===== config.mk =====
export PLATFORM = sky130hd
export DESIGN_NAME = month_sequencer
export DESIGN_NICKNAME = d
export VERILOG_FILES = /design/src/rtl/month_sequencer.sv
export SDC_FILE = /design/constraint.sdc
export NUM_CORES = 1
export LEC_CHECK = 0
export BUFFER_PORTS_ARGS = -buffer_cell sky130_fd_sc_hd__buf_4
export CAP_MARGIN = 20
export CORE_MARGIN = 3
export CORE_UTILIZATION = 58
export DETAILED_ROUTE_END_ITERATION = 6
export GPL_TIMING_DRIVEN = 0
export PLACE_DENSITY = 0.83
export SLEW_MARGIN = 5
export SYNTH_ARGS = -nofsm -noshare
export SYNTH_HDL_FRONTEND = slang
export SYNTH_SLANG_ARGS = --single-unit

===== constraint.sdc =====
create_clock -name i_clk -period 5.02 [get_ports i_clk]
set_clock_uncertainty 0.1 [all_clocks]
set_input_delay 0.753 -clock i_clk [delete_from_list [all_inputs] [get_ports i_clk]]
set_output_delay 0.753 -clock i_clk [all_outputs]
set_load 0.1 [all_outputs]

===== src/rtl/month_sequencer.sv =====
// rtl/month_sequencer.sv - calendar day/month/year sequencer driving a one-hot month decoder
module month_sequencer #(
  parameter int YEAR_MAX = 99,
  parameter bit LEAP_EN  = 1'b1
) (
  input  logic        i_clk,
  input  logic        i_rst,
  input  logic        i_tick,
  input  logic        i_load,
  input  logic [3:0]  i_load_month,
  input  logic [4:0]  i_load_day,
  input  logic [6:0]  i_load_year,
  output logic [11:0] o_month_oh,
  output logic [3:0]  o_month_idx,
  output logic [4:0]  o_day,
  output logic [6:0]  o_year,
  output logic        o_eom,
  output logic        o_eoy,
  output logic        o_load_err
);

  localparam logic [6:0] LP_YEAR_MAX = 7'(YEAR_MAX);

  logic [11:0] r_month_oh;
  logic [3:0]  r_month_idx;
  logic [4:0]  r_day;
  logic [6:0]  r_year;
  logic        r_eom;
  logic        r_eoy;
  logic        r_load_err;

  logic [4:0]  w_len_cur;
  logic [4:0]  w_len_load;
  logic        w_load_ok;

  // Days in month m of year y; an out-of-range month yields 0 so any day is rejected.
  function automatic logic [4:0] month_len(input logic [3:0] m, input logic [6:0] y);
    logic [4:0] len;
    case (m)
      4'd0, 4'd2, 4'd4, 4'd6, 4'd7, 4'd9, 4'd11: len = 5'd31;
      4'd3, 4'd5, 4'd8, 4'd10:                   len = 5'd30;
      4'd1:    len = (LEAP_EN && (y[1:0] == 2'b00)) ? 5'd29 : 5'd28;
      default: len = 5'd0;
    endcase
    return len;
  endfunction

  // Month lengths for the running date and for the candidate load, plus load validity.
  always_comb begin
    w_len_cur  = month_len(r_month_idx, r_year);
    w_len_load = month_len(i_load_month, i_load_year);
    w_load_ok  = (i_load_month <= 4'd11) && (i_load_day != 5'd0) &&
                 (i_load_day <= w_len_load) && (i_load_year <= LP_YEAR_MAX);
  end

  // Date state and pulse outputs; priority is reset, then load, then tick.
  always_ff @(posedge i_clk) begin
    if (i_rst) begin
      r_month_oh  <= 12'h001;
      r_month_idx <= 4'd0;
      r_day       <= 5'd1;
      r_year      <= 7'd0;
      r_eom       <= 1'b0;
      r_eoy       <= 1'b0;
      r_load_err  <= 1'b0;
    end else begin
      r_eom      <= 1'b0;
      r_eoy      <= 1'b0;
      r_load_err <= 1'b0;
      if (i_load) begin
        if (w_load_ok) begin
          r_month_idx <= i_load_month;
          r_month_oh  <= 12'h001 << i_load_month;
          r_day       <= i_load_day;
          r_year      <= i_load_year;
        end else begin
          r_load_err <= 1'b1;
        end
      end else if (i_tick) begin
        if (r_day < w_len_cur) begin
          r_day <= r_day + 5'd1;
        end else begin
          r_day      <= 5'd1;
          r_eom      <= 1'b1;
          // Rotation also covers Dec -> Jan since bit 11 wraps to bit 0.
          r_month_oh <= {r_month_oh[10:0], r_month_oh[11]};
          if (r_month_idx == 4'd11) begin
            r_month_idx <= 4'd0;
            r_eoy       <= 1'b1;
            r_year      <= (r_year == LP_YEAR_MAX) ? 7'd0 : r_year + 7'd1;
          end else begin
            r_month_idx <= r_month_idx + 4'd1;
          end
        end
      end
    end
  end

  assign o_month_oh  = r_month_oh;
  assign o_month_idx = r_month_idx;
  assign o_day       = r_day;
  assign o_year      = r_year;
  assign o_eom       = r_eom;
  assign o_eoy       = r_eoy;
  assign o_load_err  = r_load_err;

endmodule

==> reports/qor.yml <==
run_status:
  status: "completed"
hold_path:
  hold_end: "o_month_oh[6]$_SDFFE_PP0P_"
  holdPathStages: 2
  hp-class: "reg2reg"
  hold_start: "o_month_oh[5]$_SDFFE_PP0P_"
worst_setup_path:
  end_kind: "flop"
  worstPathArrival_ns: 3.62
  reg2reg_slack_ns: 1.50
  r2r_end: "o_month_idx[1]$_SDFFE_PP0P_"
  rr_worst_depth: 12
  critical_path_class: "reg2reg"
  crit_start: "o_month_idx[0]$_SDFFE_PP0P_"
  required_ns: 5.11
  cp_max_fo: 10
  rr_startpoint: "o_month_idx[0]$_SDFFE_PP0P_"
  critPathLaunchType: "flop"
synthesis:
  synth_edf_count: 0
  yosysWarnings: 0
  syn_inst: 265
  synth_fp_nets: 301
  synth_seq_cells: 31
  netlist_area_sq_um: 2142
  synthArstFlopShare_pct: 0
  synth-main-ff-cell: "dfxtp_1"
  ys_types: 53
  ys_seq_area_share_pct: 28.97
  syn_avg_cell_area_sq_um: 8.083
global_routing:
  grt_pass1_wl_um: 9384
  grt_pass1_vias: 2039
  grt-ovfl-total: 0
  antenna_found_initial: 0
  track_usage_pct: 27.28
  grt_max_degree: 11
layout:
  area_delta_synth_final_pct: 22.96
  design_area_sq_um: 2634
  fill_cells: 278
  layout.nets: 355
  antennaDiodeCount: 0
  fin_cells: 366
  drive_gt1_share_pct: 21.56
place:
  placed_cell_area_sq_um: 2552
  gp_congestion: 0.8544
  io_buffers: 47
  hpwl_um: 4239
  dp_cells: 358
clock_tree:
  holdBufCountCts: 0
  clk_pin_slew_ns: 0.07
  clockBufferDepth: 2
  numCtsBuffers: 5
  htree_levels: 2
  tritoncts: "built"
  insertion_delay_ns: 0.28
  numClockSinks: 31
  cts-resized-gates: 0
  post-cts-setup-buffers: 0
  cts_root_buffer: "clkbuf_8"
detailed_routing:
  drc: 0
  via_count: 2252
  drtAntennaViolNets: 0
  routed_wirelength_um: 5769
  avgViaCountPerCell: 6.153
  dr.pass1.iters: 6
  drtIter0Drc: 348
  avgRoutedWirePerCell_um: 15.76
power_and_ir_drop:
  switchingPower_uw: 382.3
  powerDensity_nw_per_um2: 321.3
  combPwrFrac_pct: 42.4
  intPower_uw: 463.8
  seqPwrFrac_pct: 34.6
  irDropWorstVdd_mv: 0.2067
  cellLeakagePower_uw: 0.001099
  clkPwrFrac_pct: 22.9
  sw_frac_of_total_pct: 45.18
floorplan:
  ioPinCount: 51
  rows: 21
  die-area_sq_um: 4458
  dieHeight_um: 66.77
  start_util_pct: 62.23
  chipWidth_um: 66.77
  core_area_sq_um: 3442
sta:
  fin_tns_setup_ns: 0
  fin_crit_sh_pct: 70.19
  setup-violations-final: 0
  worst_slew_pin_slew_ns: 0.5476
  fmax_mhz: 283.8
  min_period_ns: 3.524
  rsz0062_at_grt: "no"
  drv_slew: 0
  relSlewSlack_pct: 63.50
  hold_viol: 0
job:
  max-cap-violations: 0
==> synthesized netlist by cell type (3+ instances only) <==
cell	count	area, sq um
mux2i_1	3	30.03
a22oi_1	3	22.52
nand4_1	7	43.79
buf_6	3	33.78
o21ai_0	9	45.04
nand2b_1	13	81.33
a311oi_1	11	96.34
ha_1	16	200.2
dfxtp_1	31	620.6
a211oi_1	4	30.03
nor2b_1	9	56.30
clkbuf_1	11	41.29
a221oi_1	3	26.28
nor3_1	6	30.03
nand2_1	15	56.30
nand3_1	11	55.05
a21o_1	3	22.52
inv_1	11	41.29
a32oi_1	4	35.03
and3_1	4	25.02
buf_2	3	15.01
nor2_1	29	108.9
a21oi_1	15	75.07
==> cells in the final DEF, fill, tap and decap left out, types with 3 or more instances in the layout <==
cell type and instances:
mux2i_1 3, dfxtp_1 31, nand3_1 11, nand2_1 15, a21o_1 3, and3_1 4, buf_4 47, ha_1 16
buf_6 3, o21ai_0 9, clkbuf_8 5, nor2_1 29, nor3_1 6, a22oi_1 3, nand2b_1 13, nor2b_1 9
inv_1 11, a21oi_1 15, a211oi_1 4, nand4_1 7, clkbuf_1 13, a311oi_1 11, buf_2 3, a32oi_1 4
a221oi_1 3
==> how the worst max path moves through the flow <==
stage,end,slack (ns),cells past startpoint
6_report,o_month_idx[1]$_SDFFE_PP0P_,1.50,12
5_1_grt,o_day[3]$_SDFFE_PP0P_,1.20,12
4_1_cts,o_month_idx[1]$_SDFFE_PP0P_,1.50,12
3_5_place_dp,o_month_oh[3]$_SDFFE_PP0P_,1.54,12
3_3_place_gp,o_month_idx[1]$_SDFFE_PP0P_,1.61,12
2_1_floorplan,o_day[0]$_SDFFE_PP1P_,1.28,11
==> per-stage QoR <==
step	hold WS [ns]	worst slack [ns]	utilization (%)	total power [uW]
6_report	0.4166	1.496	76.52	846.1
5_1_grt	0.4307	1.199	76.52	883.2
4_1_cts	0.4144	1.503	76.52	846.4
3_5_place_dp	0.4073	1.540	74.15	653.9
3_3_place_gp	0.4002	1.609	74.15	647.8
2_1_floorplan	0.8289	1.281	-	571.0
==> metal layers <==
metal  vias up  routed length [um]  track usage [%]
met1      1048                2540            35.01
met4         0                  78            7.868
li1       1097                   -                -
met2        95                2743            45.42
met3        12                 406            6.071
met5         -                   0                0
==> power groups by stage <==
stage          Sequential [uW]  Combinational, uW  Clock [uW]
2_1_floorplan              448                123           0
3_3_place_gp               297                350           0
3_5_place_dp               298                356           0
4_1_cts                    293                357         196
5_1_grt                    297                382         205
6_report                   293                359         194
==> final cells by class <==
type / count / area, sq um / share of cell area [%]
clock inverters: 1 / 5.005 / 0.1900
plain buffers: 18 / 93.84 / 3.563
well taps: 46 / 57.56 / 2.185
clock buffers: 7 / 76.32 / 2.898
inverters: 13 / 48.80 / 1.853
flip-flops and latches: 31 / 620.6 / 23.56
multi-input cells: 203 / 1379 / 52.35
repair buffers: 47 / 352.8 / 13.40
==> flip-flops by register name (all words and copies together), names as in the netlist <==
| signal | cells |
|---|---|
| o_year | 7 |
| o_month_oh | 12 |
| o_eom | 1 |
| o_month_idx | 4 |
| o_eoy | 1 |
| o_day | 5 |
| o_load_err | 1 |
==> cell families after synthesis <==
logic type      Yosys count  share of synthesized area (%)
simple gates            104                          24.94
compound gates           79                          28.15
buf+inv                  31                          6.658
flops                    31                          28.97
fa+ha+maj                16                          9.346
mux                       4                          1.928
==> worst max-delay path, cell delays in order, from the launching register on <==
cell and delay [ns]:
dfxtp_1 0.47, inv_1 0.13, ha_1 0.23, nor3_1 0.18
a22o_1 0.18, a21boi_0 0.38, ha_1 0.33, a21o_1 0.20
a221o_1 0.36, a21oi_1 0.18, o22ai_1 0.14, clkbuf_1 0.29
a211oi_1 0.27
No activity file was read; power rests on OpenSTA's default activity.
